File: src/rtl/alu_rr_arbiter.sv
// Two-requester front end sharing one 8-bit add/sub ALU; round-robin or fixed
// priority grant, one operation in flight, result returned with requester ID.
`timescale 1ns/1ps

module alu_sub_and_n #(
  parameter int unsigned WIDTH = 8
) (
  input  logic [WIDTH-1:0] io_in_a,
  input  logic [WIDTH-1:0] io_in_b,
  input  logic             io_in_sel,
  output logic [WIDTH-1:0] io_out
);
  assign io_out = io_in_sel ? (io_in_a - io_in_b) : (io_in_a + io_in_b);
endmodule

module alu_rr_arbiter #(
  parameter int unsigned WIDTH         = 8,
  parameter bit          PRIORITY_MODE = 1'b0
) (
  input  logic             clock,
  input  logic             reset,
  input  logic             io_req0_valid,
  output logic             io_req0_ready,
  input  logic [WIDTH-1:0] io_req0_a,
  input  logic [WIDTH-1:0] io_req0_b,
  input  logic             io_req0_sel,
  input  logic             io_req1_valid,
  output logic             io_req1_ready,
  input  logic [WIDTH-1:0] io_req1_a,
  input  logic [WIDTH-1:0] io_req1_b,
  input  logic             io_req1_sel,
  output logic             io_rsp_valid,
  input  logic             io_rsp_ready,
  output logic             io_rsp_id,
  output logic [WIDTH-1:0] io_rsp_result,
  output logic             io_rsp_overflow,
  output logic             io_rsp_zero,
  output logic             io_busy
);
  localparam int unsigned MSB = WIDTH - 1;

  typedef enum logic [1:0] {IDLE, EXEC, RESP} state_e;

  state_e           state_q, state_d;
  logic             last_grant_q, last_grant_d;
  logic [WIDTH-1:0] op_a_q, op_a_d, op_b_q, op_b_d;
  logic             op_sel_q, op_sel_d, op_id_q, op_id_d;
  logic             rsp_valid_q, rsp_valid_d, rsp_id_q, rsp_id_d;
  logic [WIDTH-1:0] rsp_result_q, rsp_result_d;
  logic             rsp_ovf_q, rsp_ovf_d, rsp_zero_q, rsp_zero_d;
  logic             busy_q, busy_d;

  logic             grant_id;
  logic             accept;
  logic [WIDTH-1:0] alu_r;
  logic             alu_ovf;

  // Grant selection; ready is also held low while reset is asserted
  always_comb begin
    grant_id = 1'b0;
    if (io_req0_valid && io_req1_valid) begin
      grant_id = PRIORITY_MODE ? 1'b0 : ~last_grant_q;
    end else begin
      grant_id = io_req1_valid;
    end
  end

  assign accept        = (state_q == IDLE) & (io_req0_valid | io_req1_valid) & reset;
  assign io_req0_ready = accept & ~grant_id;
  assign io_req1_ready = accept & grant_id;

  alu_sub_and_n #(.WIDTH(WIDTH)) u_alu (
    .io_in_a  (op_a_q),
    .io_in_b  (op_b_q),
    .io_in_sel(op_sel_q),
    .io_out   (alu_r)
  );

  // Signed overflow from operands and result; the ALU's own flags are not used
  assign alu_ovf = op_sel_q ? ((op_a_q[MSB] != op_b_q[MSB]) & (alu_r[MSB] != op_a_q[MSB]))
                            : ((op_a_q[MSB] == op_b_q[MSB]) & (alu_r[MSB] != op_a_q[MSB]));

  always_comb begin
    state_d      = state_q;
    last_grant_d = last_grant_q;
    op_a_d       = op_a_q;
    op_b_d       = op_b_q;
    op_sel_d     = op_sel_q;
    op_id_d      = op_id_q;
    rsp_valid_d  = rsp_valid_q;
    rsp_id_d     = rsp_id_q;
    rsp_result_d = rsp_result_q;
    rsp_ovf_d    = rsp_ovf_q;
    rsp_zero_d   = rsp_zero_q;
    case (state_q)
      IDLE: begin
        if (accept) begin
          state_d      = EXEC;
          last_grant_d = grant_id;
          op_id_d      = grant_id;
          op_a_d       = grant_id ? io_req1_a   : io_req0_a;
          op_b_d       = grant_id ? io_req1_b   : io_req0_b;
          op_sel_d     = grant_id ? io_req1_sel : io_req0_sel;
        end
      end
      EXEC: begin
        state_d      = RESP;
        rsp_valid_d  = 1'b1;
        rsp_id_d     = op_id_q;
        rsp_result_d = alu_r;
        rsp_ovf_d    = alu_ovf;
        rsp_zero_d   = (alu_r == '0);
      end
      RESP: begin
        if (io_rsp_ready) begin
          state_d     = IDLE;
          rsp_valid_d = 1'b0;
        end
      end
      default: state_d = IDLE;
    endcase
    busy_d = (state_d != IDLE);
  end

  always_ff @(posedge clock or negedge reset) begin
    if (!reset) begin
      state_q      <= IDLE;
      last_grant_q <= 1'b1;
      op_a_q       <= '0;
      op_b_q       <= '0;
      op_sel_q     <= 1'b0;
      op_id_q      <= 1'b0;
      rsp_valid_q  <= 1'b0;
      rsp_id_q     <= 1'b0;
      rsp_result_q <= '0;
      rsp_ovf_q    <= 1'b0;
      rsp_zero_q   <= 1'b0;
      busy_q       <= 1'b0;
    end else begin
      state_q      <= state_d;
      last_grant_q <= last_grant_d;
      op_a_q       <= op_a_d;
      op_b_q       <= op_b_d;
      op_sel_q     <= op_sel_d;
      op_id_q      <= op_id_d;
      rsp_valid_q  <= rsp_valid_d;
      rsp_id_q     <= rsp_id_d;
      rsp_result_q <= rsp_result_d;
      rsp_ovf_q    <= rsp_ovf_d;
      rsp_zero_q   <= rsp_zero_d;
      busy_q       <= busy_d;
    end
  end

  assign io_rsp_valid    = rsp_valid_q;
  assign io_rsp_id       = rsp_id_q;
  assign io_rsp_result   = rsp_result_q;
  assign io_rsp_overflow = rsp_ovf_q;
  assign io_rsp_zero     = rsp_zero_q;
  assign io_busy         = busy_q;

endmodule

File: config.mk
export PLATFORM = sky130hd
export DESIGN_NAME = alu_rr_arbiter
export DESIGN_NICKNAME = d
export VERILOG_FILES = /design/src/rtl/alu_rr_arbiter.sv
export SDC_FILE = /design/constraint.sdc
export NUM_CORES = 1
export LEC_CHECK = 0
export CAP_MARGIN = 25
export CORE_ASPECT_RATIO = 1.4
export CORE_MARGIN = 8
export CORE_UTILIZATION = 45
export DETAILED_ROUTE_END_ITERATION = 16
export PLACE_DENSITY = 0.84
export SYNTH_ARGS = -nofsm -noshare
export SYNTH_HDL_FRONTEND = slang
export SYNTH_SLANG_ARGS = --single-unit
File: constraint.sdc
create_clock -name clock -period 3.72 [get_ports clock]
set_clock_uncertainty 0.15 [all_clocks]
set_input_delay 1.116 -clock clock [delete_from_list [all_inputs] [get_ports clock]]
set_output_delay 1.116 -clock clock [all_outputs]
set_load 0.005 [all_outputs]
==> run_results.csv, run 1 <==
group,metric,value,unit
timing,tightest_slew,0.415,ns
yosys,ys_seq_area_frac,0.445,
timing,fin_hold_ws,0.329,ns
yosys,yosysTopAreaCell,"dfrtp_1",
timing,finalHoldViolCount,0,
worst_setup_path,critical_path_buf_inv_count,2,
final_layout,layout-drive-gt1-share,0.0797,
yosys,ys_ff_latch,34,
drt,wire_per_inst,13.5,µm
cts,cts_setup_buffers,0,
cts,cts_buffers,5,
min_path,holdPathStages,1,
global_routing,antenna_found_initial,0,
final_layout,fin_nets,298,
cts,clk_latency,0.28,ns
global_routing,grt_use_total,0.128,
yosys,syn_area,1910,µm²
yosys,synthTopCellsByArea,"dfrtp_1, mux2i_1, ha_1",
worst_setup_path,max_stage_delay,0.43,ns
final_layout,final_util,0.626,
timing,rsz0062_at_grt,"no",
global_routing,grt_pass1_vias,1542,
timing,timing.fmax,278,MHz
floorplan,num_io_pins,54,
floorplan,initial_core_util,0.459,
drt,vias_per_cell,5.25,
worst_setup_path,path_delay_family,"buffers and inverters",
power,power_density,886,nW/µm²
power,vdd_drop_max,0.436,mV
worst_setup_path,r2r_cells,9,
yosys,ys_warn_count,0,
run_status,status,"finished clean",
min_path,min_from,"op_id_q",
yosys,synthCells,192,
power,power,2.31,mW
cts,cts_buffer_depth,2,
floorplan,core,4170,µm²
yosys,syn_avg_cell_area,9.96,µm²
yosys,yosysTopAreaCellShare,0.432,
drt,routed_wl,3.99,mm
timing,period_share,0.967,
final_layout,syn2layout_area_growth,36.5,%
flow_run,maxCapViolations,0,
worst_setup_path,r2r-end,"io_rsp_overflow",
yosys,yosysMostFrequentCell,"dfrtp_1",
worst_setup_path,reg2reg_slack,0.91,ns
power,p_leak,1.21,nW
global_routing,grt_pass1_wl,6.77,mm
floorplan,die_area,6620,µm²
drt,detail_route.first_pass.iterations,4,
global_routing,grt_overflow,0,
worst_setup_path,arrival,2.33,ns
min_path,min_to,"op_id_q",
drt,drtIter0Drc,43,
cts,htree_levels,2,
worst_setup_path,required,2.45,ns
worst_setup_path,crit_chain,"clkdlybuf4s50_1 -> o211ai_1 -> nor2_1 -> dlygate4sd2_1",
drt,ant_nets,0,
drt,drc_errors,0,
cts,postCtsHoldBufs,0,
worst_setup_path,crit_fanout,3,
place,hpwl,3.28,mm
global_routing,grt_max_degree,39,
worst_setup_path,startpoint_type,"primary input",
yosys,synth.distinct_cells,39,
timing,drv_slew,0,
place,port_buffers,53,
yosys,syn-num-nets,240,
place,place_congestion,0.862,
cts,path_clk_slew,0.06,ns
cts,clock-root-buffer,"clkbuf_8",
worst_setup_path,crit_type,"primary input to primary output",
floorplan,rows,28,
timing,setup_viol_count_final,0,
yosys,synth_edf_count,0,
timing,final.min_clock_period,3.60,ns
final_layout,antenna_cells,0,
cts,ctsResizeCount,6,
floorplan,dieWidth,71.1,µm
floorplan,die-height,93.1,µm
yosys,async_flop_share,1.00,
min_path,hold_class,"flop to flop",
yosys,netlist_top_cells_count,"dfrtp_1, nand2_1, o21ai_1, mux2i_1, nor2_1",
worst_setup_path,crit_slowest_cell,"clkdlybuf4s50_1",
worst_setup_path,cp-end-kind,"primary output",
yosys,ys.flop_type,"dfrtp_1",
place,placed_cell_area,2520,µm²
timing,relSlewSlack,0.723,
worst_setup_path,rr_startpoint,"op_b_q[2]",
final_layout,design_area,2610,µm²
cts,cts_tree,"done",
cts,clkSinkCount,34,
drt,vias,1553,
## where the power goes
part / internal (mW) / total (mW) / switching [mW]
combinational: 0.710 / 1.40 / 0.692
clock: 0.133 / 0.256 / 0.123
sequential: 0.530 / 0.655 / 0.125
total: 1.37 / 2.31 / 0.940
## flip-flops by register name (all words and copies together) (netlist names)
register         flops
io_rsp_zero          1
state_q              2
op_a_q               8
last_grant_q         1
io_rsp_result        8
op_sel_q             1
op_b_q               8
io_rsp_id            1
op_id_q              1
io_rsp_overflow      1
io_rsp_valid         1
io_busy              1
## cell families after synthesis
kind of cell | synth area share
adder cells (fa/ha/maj) | 0.0628
multiplexers | 0.124
AND/OR/NAND/NOR | 0.109
XOR/XNOR | 0.0713
flip-flops | 0.445
buffers and inverters | 0.0445
AO/OA/AOI/OAI | 0.143
## stage by stage
stage,TNS [ns],std cells,setup slack [ns]
2_1_floorplan,0,192,0.614
3_3_place_gp,-0.114,288,-0.0939
3_5_place_dp,-0.180,288,-0.0996
4_1_cts,0,296,0.121
5_1_grt,0,296,0.0557
6_report,0,296,0.121
## layout make-up
| type | count | area [µm²] |
|---|---|---|
| timing repair buffer | 60 | 579 |
| tap | 45 | 56.3 |
| multi-input combinational | 136 | 995 |
| clock buffer | 8 | 80.1 |
| sequential | 34 | 852 |
| fill | 353 | 1560 |
| inverter | 13 | 48.8 |
## worst max path at each step
stage / from / to / slack, ns / cells past startpoint
after CTS: io_req1_valid / io_req0_ready / 0.12 / 4
after detailed placement: io_req1_valid / io_req0_ready / -0.1 / 5
after floorplan: io_req1_valid / io_req0_ready / 0.61 / 4
after global routing: io_req1_valid / io_req0_ready / 0.06 / 4
final: io_req1_valid / io_req0_ready / 0.12 / 4
after global placement: io_req1_valid / io_req0_ready / -0.09 / 5
## routing by layer
| metal | wire, µm | up-vias | track usage |
|---|---|---|---|
| met5 | 0 | - | 0 |
| met4 | 51 | 0 | 0.0575 |
| met3 | 155 | 5 | 0.0375 |
| met2 | 2210 | 32 | 0.230 |
| met1 | 1570 | 736 | 0.133 |
| li1 | - | 780 | - |
## layout by cell type, fill, tap and decap left out, types with 2 or more instances in the layout
master           count
nor2_1              12
nor3_1               3
nor4_1               2
a21oi_1              5
clkdlybuf4s50_1     50
dfrtp_1             33
inv_1               11
nand2_1             22
clkbuf_1             3
mux2i_1             18
xnor2_1              8
clkbuf_8             5
buf_4                7
o21ai_1             20
a31oi_1              3
a21o_1               2
ha_1                 8
nand2b_1             2
mux2_1               5
o211ai_1             2
xor2_1               5
nand3_1              3
dlygate4sd2_1        3
Power figures use the tool's default switching activity.
==> run 2: changes to the inputs <==
--- a/config.mk
+++ b/config.mk
@@ -9,6 +9,7 @@
 export CORE_ASPECT_RATIO = 1.4
 export CORE_MARGIN = 8
 export CORE_UTILIZATION = 45
+export CTS_BUF_LIST = sky130_fd_sc_hd__clkbuf_4 sky130_fd_sc_hd__clkbuf_8
 export DETAILED_ROUTE_END_ITERATION = 16
 export PLACE_DENSITY = 0.84
 export SYNTH_ARGS = -nofsm -noshare
==> run_results.csv, run 2 (synthesis results as in run 1) <==
group,metric,value,unit
run_status,status,"finished clean",
floorplan,initial_core_util,0.459,
timing,rsz0062_at_grt,"no",
power,pwr-share-seq,0.281,
worst_setup_path,startpoint_type,"primary input",
worst_setup_path,crit_type,"primary input to primary output",
timing,drv_slew,0,
drt,drtIter0Drc,56,
final_layout,fin_nets,298,
cts,cts_buffer_depth,2,
timing,period_share,0.966,
power,internal_power,1.39,mW
power,power_frac_comb,0.601,
floorplan,num_io_pins,54,
place,hpwl,3.28,mm
timing,tns,0,ns
timing,setup_viol_count_final,0,
cts,clkSinkCount,34,
power,power_density,890,nW/µm²
worst_setup_path,reg2reg_slack,0.89,ns
worst_setup_path,arrival,2.33,ns
worst_setup_path,crit_slowest_cell,"clkdlybuf4s50_1",
drt,vias_per_cell,5.22,
floorplan,die-height,93.1,µm
final_layout,antenna_cells,0,
worst_setup_path,crit_fanout,3,
final_layout,layout_commonest_cell,"clkdlybuf4s50_1",
worst_setup_path,r2r-end,"io_rsp_overflow",
timing,finalHoldViolCount,0,
place,placed_cell_area,2520,µm²
cts,clk_latency,0.28,ns
final_layout,fillers,352,
worst_setup_path,crit_end,"io_req0_ready",
power,vdd_drop_max,0.438,mV
worst_setup_path,required,2.45,ns
floorplan,die_area,6620,µm²
drt,vias,1545,
global_routing,grt_use_total,0.129,
global_routing,grt_pass1_vias,1550,
timing,tightest_slew,0.378,ns
drt,ant_nets,0,
place,dpl.cell_count,288,
place,place_congestion,0.862,
worst_setup_path,path_delay_family,"buffers and inverters",
min_path,hold_class,"flop to flop",
power,clockPowerShare,0.118,
worst_setup_path,crit_chain,"clkdlybuf4s50_1 -> o211ai_1 -> nor2_1 -> dlygate4sd2_1",
floorplan,rows,28,
drt,detail_route.first_pass.iterations,4,
floorplan,core,4170,µm²
flow_run,maxCapViolations,0,
global_routing,use_met1,0.135,
drt,wire_per_inst,13.6,µm
worst_setup_path,crit_start,"io_req1_valid",
power,p_leak,1.22,nW
cts,htree_levels,2,
global_routing,grt_max_degree,39,
cts,path_clk_slew,0.06,ns
global_routing,top_usage_layer,"met2",
global_routing,use_met3,0.0375,
drt,drc_errors,0,
final_layout,final_cell_mix,"clkdlybuf4s50_1, dfrtp_1, nand2_1",
global_routing,grt_util_met2,0.234,
timing,relSlewSlack,0.740,
global_routing,grt_pass1_wl,6.84,mm
worst_setup_path,r2r_cells,9,
global_routing,antenna_found_initial,0,
cts,cts_buffers,5,
worst_setup_path,critical_path_buf_inv_count,2,
min_path,min_from,"op_id_q",
floorplan,dieWidth,71.1,µm
timing,timing.fmax,278,MHz
power,p_sw,0.939,mW
worst_setup_path,rr_startpoint,"op_b_q[2]",
power,power,2.33,mW
timing,final.min_clock_period,3.59,ns
cts,clock-root-buffer,"clkbuf_8",
place,port_buffers,53,
worst_setup_path,cp-end-kind,"primary output",
global_routing,grt_overflow,0,
worst_setup_path,max_stage_delay,0.43,ns
final_layout,design_area,2620,µm²
power,switching_share,0.402,
final_layout,stdcell_count,296,
worst_setup_path,critical_path_cell_count,4,
final_layout,layout-drive-gt1-share,0.0916,
final_layout,syn2layout_area_growth,37.1,%
cts,cts_tree,"done",
drt,routed_wl,4.02,mm
[run 2: cell counts in the layout (fill, tap and decap cells not counted)]
Identical to the previous run, type by type.
[run 2: worst min path at each step]
| stage | to | slack [ns] | depth (start not counted) |
|---|---|---|---|
| detailed placement | op_id_q | 0.31 | 1 |
| global placement | op_id_q | 0.30 | 1 |
| finish | op_id_q | 0.33 | 1 |
| global route | io_rsp_result[5] | 0.35 | 2 |
| floorplan | op_id_q | 0.29 | 1 |
| CTS | op_id_q | 0.33 | 1 |
[run 2: routing by layer]
layer / vias to the layer above / wire length (µm)
met3: 5 / 182
met1: 722 / 1560
met2: 38 / 2230
met4: 0 / 51
met5: - / 0
li1: 780 / -
[run 2: per-stage QoR]
stage / worst slack (ns) / utilization / hold slack, ns
floorplan: 0.614 / - / 0.293
global placement: -0.0939 / 0.604 / 0.303
detailed placement: -0.0996 / 0.604 / 0.309
CTS: 0.121 / 0.629 / 0.325
global route: 0.0557 / 0.629 / 0.354
finish: 0.126 / 0.629 / 0.329
[run 2: repair_timing]
action / 4_1_cts / 5_1_grt
gates resized for setup: 6 / 0
buffers inserted: 0 / 0
setup endpoints to repair: 2 / 0
hold buffers: 0 / 0
[run 2: cell type report]
class	instances	area, µm²	share of cell area
Clock buffer	8	91.3	0.0348
Multi-Input combinational cell	136	995	0.379
Tap cell	45	56.3	0.0215
Timing Repair Buffer	60	579	0.221
Sequential cell	34	852	0.325
Inverter	13	48.8	0.0186
[run 2: power groups by stage]
stage               combinational (mW)  sequential, mW  clock (mW)
floorplan                         1.05           0.629           0
global route                      1.57           0.680       0.299
CTS                               1.42           0.658       0.286
detailed placement                1.42           0.662           0
finish                            1.40           0.656       0.276
global placement                  1.36           0.655           0
==> run 3: changes to the inputs <==
--- a/config.mk
+++ b/config.mk
@@ -8,10 +8,10 @@
 export CAP_MARGIN = 25
 export CORE_ASPECT_RATIO = 1.4
 export CORE_MARGIN = 8
-export CORE_UTILIZATION = 45
+export CORE_UTILIZATION = 49
 export CTS_BUF_LIST = sky130_fd_sc_hd__clkbuf_4 sky130_fd_sc_hd__clkbuf_8
 export DETAILED_ROUTE_END_ITERATION = 16
-export PLACE_DENSITY = 0.84
+export PLACE_DENSITY = 0.9
 export SYNTH_ARGS = -nofsm -noshare
 export SYNTH_HDL_FRONTEND = slang
 export SYNTH_SLANG_ARGS = --single-unit
==> run_results.csv, run 3 (synthesis results as in run 1) <==
group,metric,value,unit
min_path,min_to,"op_id_q",
final_layout,fillers,298,
cts,path_clk_slew,0.07,ns
cts,cts_tree,"done",
final_layout,stdcell_count,294,
place,dpl.cell_count,284,
power,vdd_drop_max,0.630,mV
global_routing,antenna_found_initial,0,
timing,drv_slew,0,
drt,wl_met3,156,µm
flow_run,maxCapViolations,0,
floorplan,rows,27,
drt,ant_nets,0,
timing,relSlewSlack,0.723,
worst_setup_path,crit_fanout,2,
run_status,status,"finished clean",
timing,period_share,0.980,
place,place_congestion,0.871,
floorplan,num_io_pins,54,
floorplan,initial_core_util,0.497,
worst_setup_path,reg2reg_slack,0.86,ns
timing,finalHoldViolCount,0,
timing,timing.fmax,274,MHz
drt,vias,1560,
cts,htree_levels,2,
place,port_buffers,53,
drt,detail_route.first_pass.iterations,4,
worst_setup_path,arrival,2.38,ns
timing,tightest_slew,0.415,ns
cts,clk_latency,0.29,ns
min_path,hold_class,"flop to flop",
timing,rsz0062_at_grt,"no",
timing,setup_viol_count_final,0,
drt,dr.max_layer_used,"met4",
global_routing,grt_pass1_wl,7.38,mm
timing,final.min_clock_period,3.65,ns
worst_setup_path,r2r_cells,9,
drt,wire_per_inst,14.3,µm
floorplan,die-height,89.9,µm
global_routing,grt_max_degree,39,
power,p_leak,1.24,nW
place,hpwl,3.39,mm
global_routing,grt_use_total,0.151,
drt,drc_errors,0,
floorplan,die_area,6190,µm²
global_routing,grt_overflow,0,
drt,vias_per_cell,5.31,
floorplan,core,3850,µm²
worst_setup_path,crit_type,"primary input to primary output",
drt,routed_wl,4.20,mm
cts,clkSinkCount,34,
final_layout,antenna_cells,0,
floorplan,dieWidth,68.8,µm
worst_setup_path,r2r-end,"io_rsp_overflow",
final_layout,final_cell_mix,"clkdlybuf4s50_1, dfrtp_1, nand2_1",
cts,clock-root-buffer,"clkbuf_8",
cts,cts_buffers,5,
drt,wl_met2,2.33,mm
worst_setup_path,rr_startpoint,"op_b_q[1]",
final_layout,final_util,0.688,
final_layout,fin_nets,298,
final_layout,layout-drive-gt1-share,0.0956,
min_path,holdPathStages,1,
worst_setup_path,cp-end-kind,"primary output",
drt,drt-met1-wl,1.58,mm
worst_setup_path,required,2.45,ns
final_layout,syn2layout_area_growth,38.6,%
global_routing,grt_pass1_vias,1713,
cts,cts_buffer_depth,2,
final_layout,layout_commonest_cell,"clkdlybuf4s50_1",
worst_setup_path,startpoint_type,"primary input",
power,power_density,914,nW/µm²
drt,drtIter0Drc,68,
min_path,min_from,"op_id_q",
run 3: area by class of cell:
class / count / area (µm²) / area share
clock inverters: 1 / 30.0 / 0.0113
well taps: 43 / 53.8 / 0.0203
inverters: 13 / 48.8 / 0.0184
clock buffers: 7 / 90.1 / 0.0340
multi-input cells: 136 / 992 / 0.374
repair buffers: 60 / 584 / 0.220
flip-flops and latches: 34 / 852 / 0.321
run 3: how the worst max path moves through the flow:
stage	start	end	slack [ns]
floorplan	io_req1_valid	io_req0_ready	0.61
global placement	reset	io_req0_ready	-0.11
detailed placement	reset	io_req0_ready	-0.13
CTS	io_req1_valid	io_req1_ready	0.002
global route	io_req0_valid	io_req0_ready	0.03
finish	io_req0_valid	io_req0_ready	0.07
run 3: power by group:
part | leakage (nW) | switching (mW) | internal [mW]
Sequential | 0.418 | 0.132 | 0.530
Clock | 0.0619 | 0.132 | 0.226
Combinational | 0.757 | 0.694 | 0.710
Total | 1.24 | 0.959 | 1.47
run 3: timing repair:
action	4_1_cts	5_1_grt
gates resized for setup	4	1
hold buffers	0	0
buffers inserted	2	0
cloned	0	0
pin swaps	2	0
endpoints found under the setup margin	2	1
run 3: layer usage:
metal / up-vias / GRT usage
met5: - / 0
met4: 0 / 0.0807
met3: 7 / 0.0286
met2: 37 / 0.267
met1: 741 / 0.156
li1: 775 / -
run 3: per-stage QoR:
stage / power (mW) / TNS [ns] / worst slack (ns) / hold WS, ns / cell area, µm²
2_1_floorplan: 1.67 / 0 / 0.614 / 0.293 / 1910
6_report: 2.42 / 0 / 0.0730 / 0.323 / 2650
3_5_place_dp: 2.07 / -0.241 / -0.128 / 0.309 / 2500
4_1_cts: 2.44 / 0 / 0.00212 / 0.324 / 2650
5_1_grt: 2.64 / 0 / 0.0297 / 0.364 / 2650
3_3_place_gp: 2.00 / -0.169 / -0.113 / 0.304 / 2500
run 3: worst max-delay path: stages:
cell	delay, ns
clkdlybuf4s50_1	0.52
o211ai_1	0.16
buf_4	0.17
nor2_2	0.15
dlygate4sd2_1	0.26
